[src/rtl/pwm_capture_wb.sv]
// pwm_capture_wb: Wishbone slave that measures the high time and period of one
// external PWM input in clk_i cycles, with a coherent HIGH/PERIOD pair and IRQ.
//
// state     | meaning
// IDLE      | capture disabled, counter held at 0
// WAIT_RISE | armed, waiting for a rising edge to start a period
// HIGH_PH   | counting the high phase
// LOW_PH    | counting the low phase; next rising edge completes the period
module pwm_capture_wb #(
  parameter int CW          = 32,
  parameter int SYNC_STAGES = 2
) (
  input  logic        clk_i,
  input  logic        rst_ni,
  input  logic [31:0] adr_i,
  input  logic [31:0] dat_i,
  output logic [31:0] dat_o,
  input  logic [3:0]  sel_i,
  input  logic        cyc_i,
  input  logic        stb_i,
  input  logic        we_i,
  output logic        ack_o,
  output logic        IRQ,
  input  logic        pwm_in
);

  localparam logic [CW-1:0] CNT_MAX = {CW{1'b1}};
  localparam logic [CW-1:0] CNT_ONE = CW'(1);

  typedef enum logic [1:0] {S_IDLE, S_WAIT_RISE, S_HIGH_PH, S_LOW_PH} state_t;

  state_t                 state_q;
  logic                   ack_q;
  logic [31:0]            dat_q;
  logic                   en_q, pol_q;
  logic [3:0]             filt_q;
  logic [1:0]             im_q;
  logic                   valid_q, ovf_q, irq_q;
  logic [SYNC_STAGES-1:0] sync_q;
  logic [3:0]             fcnt_q;
  logic                   level_q, level_prev_q;
  logic [CW-1:0]          cnt_q, high_lat_q, high_q, period_q;

  logic        req, wr, ctrl_wr, stat_wr, im_wr;
  logic [2:0]  word;
  logic        en_d, pol_d;
  logic [3:0]  filt_d;
  logic [1:0]  clr;
  logic [31:0] rdata;
  logic        sample, rise, fall, measuring, sat, valid_set, ovf_set;
  logic        unused_ok;

  assign unused_ok = ^{adr_i[31:5], adr_i[1:0], dat_i[31:8], dat_i[3:2], sel_i[3:1]};

  // Bus decode and next value of the CTRL fields.
  always_comb begin
    req     = cyc_i & stb_i & ~ack_q;
    wr      = req & we_i;
    word    = adr_i[4:2];
    ctrl_wr = wr && (word == 3'd0);
    stat_wr = wr && (word == 3'd1) && sel_i[0];
    im_wr   = wr && (word == 3'd4) && sel_i[0];
    en_d    = en_q;
    pol_d   = pol_q;
    filt_d  = filt_q;
    if (ctrl_wr && sel_i[0]) begin
      en_d   = dat_i[0];
      pol_d  = dat_i[1];
      filt_d = dat_i[7:4];
    end
    clr = stat_wr ? dat_i[1:0] : 2'b00;
  end

  // Read-data mux; unmapped words return 0.
  always_comb begin
    rdata = '0;
    case (word)
      3'd0:    rdata = {24'd0, filt_q, 2'b00, pol_q, en_q};
      3'd1:    rdata = {29'd0, level_q, ovf_q, valid_q};
      3'd2:    rdata = 32'(high_q);
      3'd3:    rdata = 32'(period_q);
      3'd4:    rdata = {30'd0, im_q};
      default: rdata = '0;
    endcase
  end

  // Single-cycle ack, registered read data, CTRL and IM registers.
  always_ff @(posedge clk_i or negedge rst_ni) begin
    if (!rst_ni) begin
      ack_q  <= 1'b0;
      dat_q  <= '0;
      en_q   <= 1'b0;
      pol_q  <= 1'b0;
      filt_q <= '0;
      im_q   <= '0;
    end else begin
      ack_q  <= req;
      dat_q  <= req ? rdata : '0;
      en_q   <= en_d;
      pol_q  <= pol_d;
      filt_q <= filt_d;
      if (im_wr) im_q <= dat_i[1:0];
    end
  end

  assign sample = sync_q[SYNC_STAGES-1] ^ pol_q;

  // Synchroniser and glitch filter: level follows after FILT+1 equal samples.
  always_ff @(posedge clk_i or negedge rst_ni) begin
    if (!rst_ni) begin
      sync_q       <= '0;
      fcnt_q       <= '0;
      level_q      <= 1'b0;
      level_prev_q <= 1'b0;
    end else begin
      sync_q       <= {sync_q[SYNC_STAGES-2:0], pwm_in};
      level_prev_q <= level_q;
      if (sample == level_q) begin
        fcnt_q <= '0;
      end else if (fcnt_q >= filt_q) begin
        level_q <= sample;
        fcnt_q  <= '0;
      end else begin
        fcnt_q <= fcnt_q + 4'd1;
      end
    end
  end

  // Edge detect and status set conditions; a CTRL write pre-empts everything.
  always_comb begin
    rise      = level_q & ~level_prev_q;
    fall      = ~level_q & level_prev_q;
    measuring = (state_q == S_HIGH_PH) || (state_q == S_LOW_PH);
    sat       = measuring && (cnt_q == CNT_MAX);
    ovf_set   = !ctrl_wr && en_q && sat;
    valid_set = !ctrl_wr && en_q && !sat && (state_q == S_LOW_PH) && rise;
  end

  // Capture FSM, measurement counter, result registers and STATUS.
  always_ff @(posedge clk_i or negedge rst_ni) begin
    if (!rst_ni) begin
      state_q    <= S_IDLE;
      cnt_q      <= '0;
      high_lat_q <= '0;
      high_q     <= '0;
      period_q   <= '0;
      valid_q    <= 1'b0;
      ovf_q      <= 1'b0;
    end else begin
      valid_q <= (valid_q & ~clr[0]) | valid_set;
      ovf_q   <= (ovf_q & ~clr[1]) | ovf_set;
      if (ctrl_wr) begin
        state_q <= en_d ? S_WAIT_RISE : S_IDLE;
        cnt_q   <= '0;
      end else if (!en_q) begin
        state_q <= S_IDLE;
        cnt_q   <= '0;
      end else if (sat) begin
        state_q <= S_WAIT_RISE;
      end else begin
        if (rise) cnt_q <= CNT_ONE;
        else if (measuring) cnt_q <= cnt_q + CNT_ONE;
        case (state_q)
          S_IDLE:      state_q <= S_WAIT_RISE;
          S_WAIT_RISE: if (rise) state_q <= S_HIGH_PH;
          S_HIGH_PH: begin
            if (fall) begin
              high_lat_q <= cnt_q;
              state_q    <= S_LOW_PH;
            end
          end
          S_LOW_PH: begin
            if (rise) begin
              period_q <= cnt_q;
              high_q   <= high_lat_q;
              state_q  <= S_HIGH_PH;
            end
          end
          default: state_q <= S_IDLE;
        endcase
      end
    end
  end

  // Registered level interrupt.
  always_ff @(posedge clk_i or negedge rst_ni) begin
    if (!rst_ni) irq_q <= 1'b0;
    else         irq_q <= |({ovf_q, valid_q} & im_q);
  end

  assign ack_o = ack_q;
  assign dat_o = dat_q;
  assign IRQ   = irq_q;

endmodule

[config.mk]
export PLATFORM = sky130hd
export DESIGN_NAME = pwm_capture_wb
export DESIGN_NICKNAME = d
export VERILOG_FILES = /design/src/rtl/pwm_capture_wb.sv
export SDC_FILE = /design/constraint.sdc
export NUM_CORES = 1
export LEC_CHECK = 0
export ABC_AREA = 1
export CORE_MARGIN = 1
export CORE_UTILIZATION = 40
export CTS_CLUSTER_SIZE = 16
export DETAILED_ROUTE_END_ITERATION = 12
export PLACE_DENSITY = 0.63
export SYNTH_ARGS = -nofsm -noshare
export SYNTH_HDL_FRONTEND = slang
export SYNTH_SLANG_ARGS = --single-unit
[constraint.sdc]
create_clock -name clk_i -period 2.1 [get_ports clk_i]
set_clock_uncertainty 0.1 [all_clocks]
set_input_delay 0.21 -clock clk_i [delete_from_list [all_inputs] [get_ports clk_i]]
set_output_delay 0.21 -clock clk_i [all_outputs]
set_load 0.1 [all_outputs]
Word level (Yosys, flattened, before mapping)

Index checks and enable logic that the tools add are counted.

Output and inout port bits: 34
Bits of input ports: 74
Register bits: 182
Word-level logic and storage cells: 95

Bitwise operators: 19
Add/subtract/negate cells: 2
Eq/ne operators: 13
Multiplexer cells: 18
Reduce and logical (&&, ||, !) cells: 24
$lt $le $gt $ge: 1

Operators by type and width:

| operator                                                        | count |
|---|---|
| 32-bit 2-to-1 mux                                               | 6 |
| 32-bit case mux with 5 select lines                             | 1 |
| 32-bit by 1-bit adder with 32-bit output, second input constant | 1 |
| 32-bit == test, second input constant                           | 1 |
| 1-bit logical AND                                               | 12 |
| 2-bit 2-to-1 mux                                                | 6 |
| 5-bit AND reduction                                             | 2 |
| 4-bit 2-to-1 mux                                                | 2 |
| 1-bit inverter                                                  | 8 |
| 1-bit AND                                                       | 7 |
| 3-bit by 2-bit == test with 1-bit output, second input constant | 2 |
| 2-bit case mux with 3 select lines                              | 1 |
| 2-bit AND reduction                                             | 3 |
| 5-bit by 2-bit != test with 1-bit output, second input constant | 1 |
| 5-bit != test, second input constant                            | 1 |
| 4-bit by 1-bit adder with 4-bit output, second input constant   | 1 |
| 2-bit == test, second input constant                            | 2 |
| 4-bit >= comparator                                             | 1 |
| 4-bit by 1-bit != test with 1-bit output, second input constant | 1 |
| 2-bit OR reduction                                              | 2 |
| 3-bit by 1-bit == test with 1-bit output, second input constant | 1 |
| 3-bit == test, second input constant                            | 1 |
| 3-bit logical NOT                                               | 1 |
| 3-bit != test, second input constant                            | 1 |
| 9 further kinds                                                 | 12 |

Longest topological paths before layout

Depth after elaboration: 10
Gate-level depth with buffers: 11
Gate-level depth less buffers: 11

Worst setup path after synthesis

No wires, ideal clock.

Path type: reg2reg
From: register ack_q (netlist: ack_o)
To: register cnt_q[24]
Buffers on the path: 2
Slack: -205 ps
Required time: 1885 ps
Stages on the path, launching flop included: 12
Arrival: 2090 ps
Clock period less this slack: 2305 ps
Setup time: 115 ps
Cell sequence: dfrtp_1 -> inv_1 -> nand4_1 -> nor2_8 -> nor2_8 -> nand3_2 -> buf_6 -> buf_6 -> nand3_1 -> nand2_1 -> nand2_1 -> nor2_1

Longest elaborated chain between the ends: 6
Elaborated cells between the ends (all ways): 8
Classes of those cells: 2 x eq/ne; 1 x mux; 3 x bitwise; 2 x reduce/logical

RTL lines:

| what                                                                                       | line | RTL |
|---|---|---|
| start: declaration                                                                         | 33   | `logic ack_q;` |
| start signal: assignment                                                                   | 97   | `ack_q <= req;` |
| 1-bit inverter *                                                                           | 57   | `req = cyc_i & stb_i & ~ack_q;` |
| 1-bit AND *                                                                                | 57   |  |
| 1-bit AND *                                                                                | 58   | `wr = req & we_i;` |
| 1-bit logical AND *                                                                        | 60   | `ctrl_wr = wr && (word == 3'd0);` |
| 4-bit by 1-bit != test with 1-bit output (no line) / 3-bit != test (equally long branches) | n/a  |  |
| 2-bit AND reduction (no line)                                                              | n/a  |  |
| end signal: assignment                                                                     | 162  | `else if (measuring) cnt_q <= cnt_q + CNT_ONE;` |
| end: declaration                                                                           | 42   | `logic [CW-1:0] cnt_q, high_lat_q, high_q, period_q;` |

Mark *: on every way between the ends. The rest lies on a longest branch, timed or not.
A chain may end at the register's enable or synchronous reset.

Final worst setup path

From: register cnt_q[1]
To: register period_q[3]

Longest elaborated chain between the ends: 4

RTL lines:

| what                          | line | RTL |
|---|---|---|
| 32-bit == test                | 134  | `sat = measuring && (cnt_q == CNT_MAX);` |
| 1-bit logical AND             | 134  |  |
| 1-bit inverter (no line)      | n/a  |  |
| 5-bit AND reduction (no line) | n/a  |  |
| end signal: assignment        | 174  | `period_q <= cnt_q;` |
| end: declaration              | 42   |  |

No other way between the ends.

==> results.ini <==
[routing]
route.detailed.drc=0
drt_first_iter_violations=459
wl_um=19600
vias=6613
wl_per_cell_um=14.7
ant_nets=0
viasPerCell=4.94
firstDrtPassIters=5

[global_route]
grt-ovfl-total=0
antenna_found_initial=0
grt_pass1_wl_um=31700
grt_use_total=0.181
grt_max_degree=65
grt_pass1_vias=6202

[finish]
syn2layout_area_growth_pct=19.1
n_antenna_cell=0
nFillCells=1988
drive_gt1_frac=0.183
nNetsFinal=1132
layout_commonest_cell=nand2_1
final_cell_mix=nand2_1 (213), dfrtp_1 (181), inv_1 (107), nor2_1 (103), buf_4 (72)

[pwr]
leakagePower_nw=4.70
vdd_drop_max_mv=0.599
p_per_area_nw_per_um2=892
report.power.total_mw=9.14

[yosys]
syn_inst=970
ys_seq_elements=182
ys_warn_count=0
yosys.area_share.simple=0.241
synth_cell_types=44
synth_xor_area_frac=0.00713
synth_top_family_by_area=simple AND/OR/NAND/NOR gates
synth-async-reset-ratio=1.00
synth_area_um2=8600
synth_area_per_cell_um2=8.87
seq_area_frac_synth=0.529
synth_fa_ha_area_frac=0.00872
synthMuxAreaShare=0.00131
ys.flop_type=dfrtp_1
synth_compound_area_frac=0.127
synth_nets=1050
synth_edf_count=0

[critical_path]
cpPeakStageDelay_ps=380
worstSetupPathType=flop to flop
reg2reg_to=period_q[3]
reg2reg_depth=11
crit_end=period_q[3]
critPathTopFamily=simple AND/OR/NAND/NOR gates
cpMostUsedCell=nand2_4
r2r_start=cnt_q[1]
crit_buf_inv=2
cp.depth=11
critPathLaunch=cnt_q[1]
cp-start-kind=flop
critPathArrivalTime_ps=2240
path_cells=ha_2, nand2_2, nor2_4, nand2_4, nor2_8, nand2_4, nand4_4, buf_4, clkbuf_16, nand2_1, o21ai_1
ff2ff_setup_slack_ps=110
critPathSlowestCell=dfrtp_1
worstPathRequired_ps=2350
critPathMaxFanout=14
crit_path_end_kind=flop

[die]
io_pins=108
initial_core_util=0.408
die_w_um=149
rows=53
die_y_um=149
core_um2=21100
die-area_um2=22100

[sta]
tightest_slew_ps=551
slew_headroom=0.632
drv_slew=0
fin_setup_tns_ps=0
setup_ws_ps=111
fin_crit_ps=1990
hold_violations=0
max_freq_mhz=503
min_period_over_period=0.947
setup_viol=0

[cts]
cts_tree=built
cts.clk_slew.worst_paths_ps=70
clk_latency_ps=420
ctsHtreeMaxLevel=4
cts_root_buf=clkbuf_16
clockBufferDepth=2
cts_made_buffers=17
cts_sinks=182

[hold_path]
hold_path_class=input pin to asynchronous set/reset pin

[place]
gp_congestion=0.884
hpwlAfterDp_um=13300
numPortBuffers=49
preCtsSetupSlack_ps=38.5

[run]
drv_cap=0

[run_status]
outcome=finished clean

## cell families after synthesis
family,after synthesis
simple gates,454
flops,182
compound gates,170
buf+inv,150
xor+xnor,7
fa+ha+maj,6
mux,1
## worst reg2reg max path, delay by kind of cell, from the launching register on
family                     cells  cell delay [ps]
adders and majority gates      1              200
and+or+nand+nor                7              800
buffers and inverters          2              380
DFF                            1              380
AOI/OAI and AO/OA              1               70
## cell usage after synthesis (2+ instances only)
master      n  area (µm²)
nand4_1    20         125
nand2_2    12        75.1
nand2_1   213         800
nor3_1     17        85.1
a21oi_1     7        35.0
nor2_4      3        33.8
nand3b_1    4        30.0
o21ai_2    40         350
o22ai_1     2        12.5
nand3_1    63         315
ha_1        6        75.1
a31oi_1     2        12.5
xor2_1      5        43.8
nor2_2      3        18.8
buf_2       5        25.0
o21ai_0    51         255
and2_1      2        12.5
a22oi_1    28         210
clkbuf_1   11        41.3
dfrtp_1   182        4550
nor2_8      3        60.1
nand3_2     2        20.0
nand2_4     5        56.3
a211oi_1    2        15.0
inv_1     107         402
buf_1       2        7.51
xnor2_1     2        17.5
buf_4       3        22.5
buf_6      17         191
nor2_1    103         387
o21ai_1    35         175
## worst min-delay path by stage
stage          startpoint   endpoint  depth (start not counted)
6_report           rst_ni  dat_o[31]                          2
5_1_grt            pwm_in  sync_q[0]                          1
4_1_cts            pwm_in  sync_q[0]                          1
3_5_place_dp       rst_ni  dat_o[31]                          1
3_3_place_gp       rst_ni  dat_o[31]                          1
2_1_floorplan      rst_ni        IRQ                          0
## cell type report
class | instances | area, µm² | share of cell area
sequential | 182 | 4560 | 0.445
multi-input combinational | 638 | 3320 | 0.324
timing repair buffer | 104 | 1010 | 0.0989
clock buffer | 19 | 453 | 0.0442
inverter | 109 | 412 | 0.0402
tap | 275 | 344 | 0.0336
clock inverter | 11 | 149 | 0.0145
## where the power goes
group | internal [mW] | switching (mW) | total, mW
registers | 3.75 | 0.203 | 3.95
logic | 0.698 | 1.21 | 1.90
clock network | 1.93 | 1.35 | 3.28
total | 6.38 | 2.76 | 9.14
## registers in the layout (all words and copies together), names as in the netlist, 2 cells and up
name        flops
cnt_q          32
dat_o          32
high_lat_q     32
high_q         32
period_q       32
fcnt_q          4
filt_q          4
im_q            2
state_q         2
sync_q          2
## metrics by stage
step / hold WS, ps / utilization / cells / area (µm²)
floorplan: -186 / - / 970 / 8610
global placement: 13.2 / 0.449 / 1297 / 9460
detailed placement: 18.2 / 0.449 / 1297 / 9460
CTS: 115 / 0.478 / 1328 / 10100
global route: 112 / 0.486 / 1338 / 10200
finish: 125 / 0.486 / 1338 / 10200
## metal layers
| layer | track usage | share of wire | vias up |
|---|---|---|---|
| met5 | 0 | 0 | - |
| met2 | 0.289 | 0.46 | 114 |
| li1 | - | - | 3324 |
| met4 | 0.0433 | 0.011 | 0 |
| met1 | 0.258 | 0.49 | 3159 |
| met3 | 0.0276 | 0.035 | 16 |
## repair_timing
action | CTS | global route
hold buffers | 1 | 0
gates resized for setup | 0 | 7
endpoints found under the setup margin | 0 | 84
endpoints found under the hold margin | 182 | 0
setup buffers | 0 | 6
Note: power is estimated with default switching activity, not from simulation.
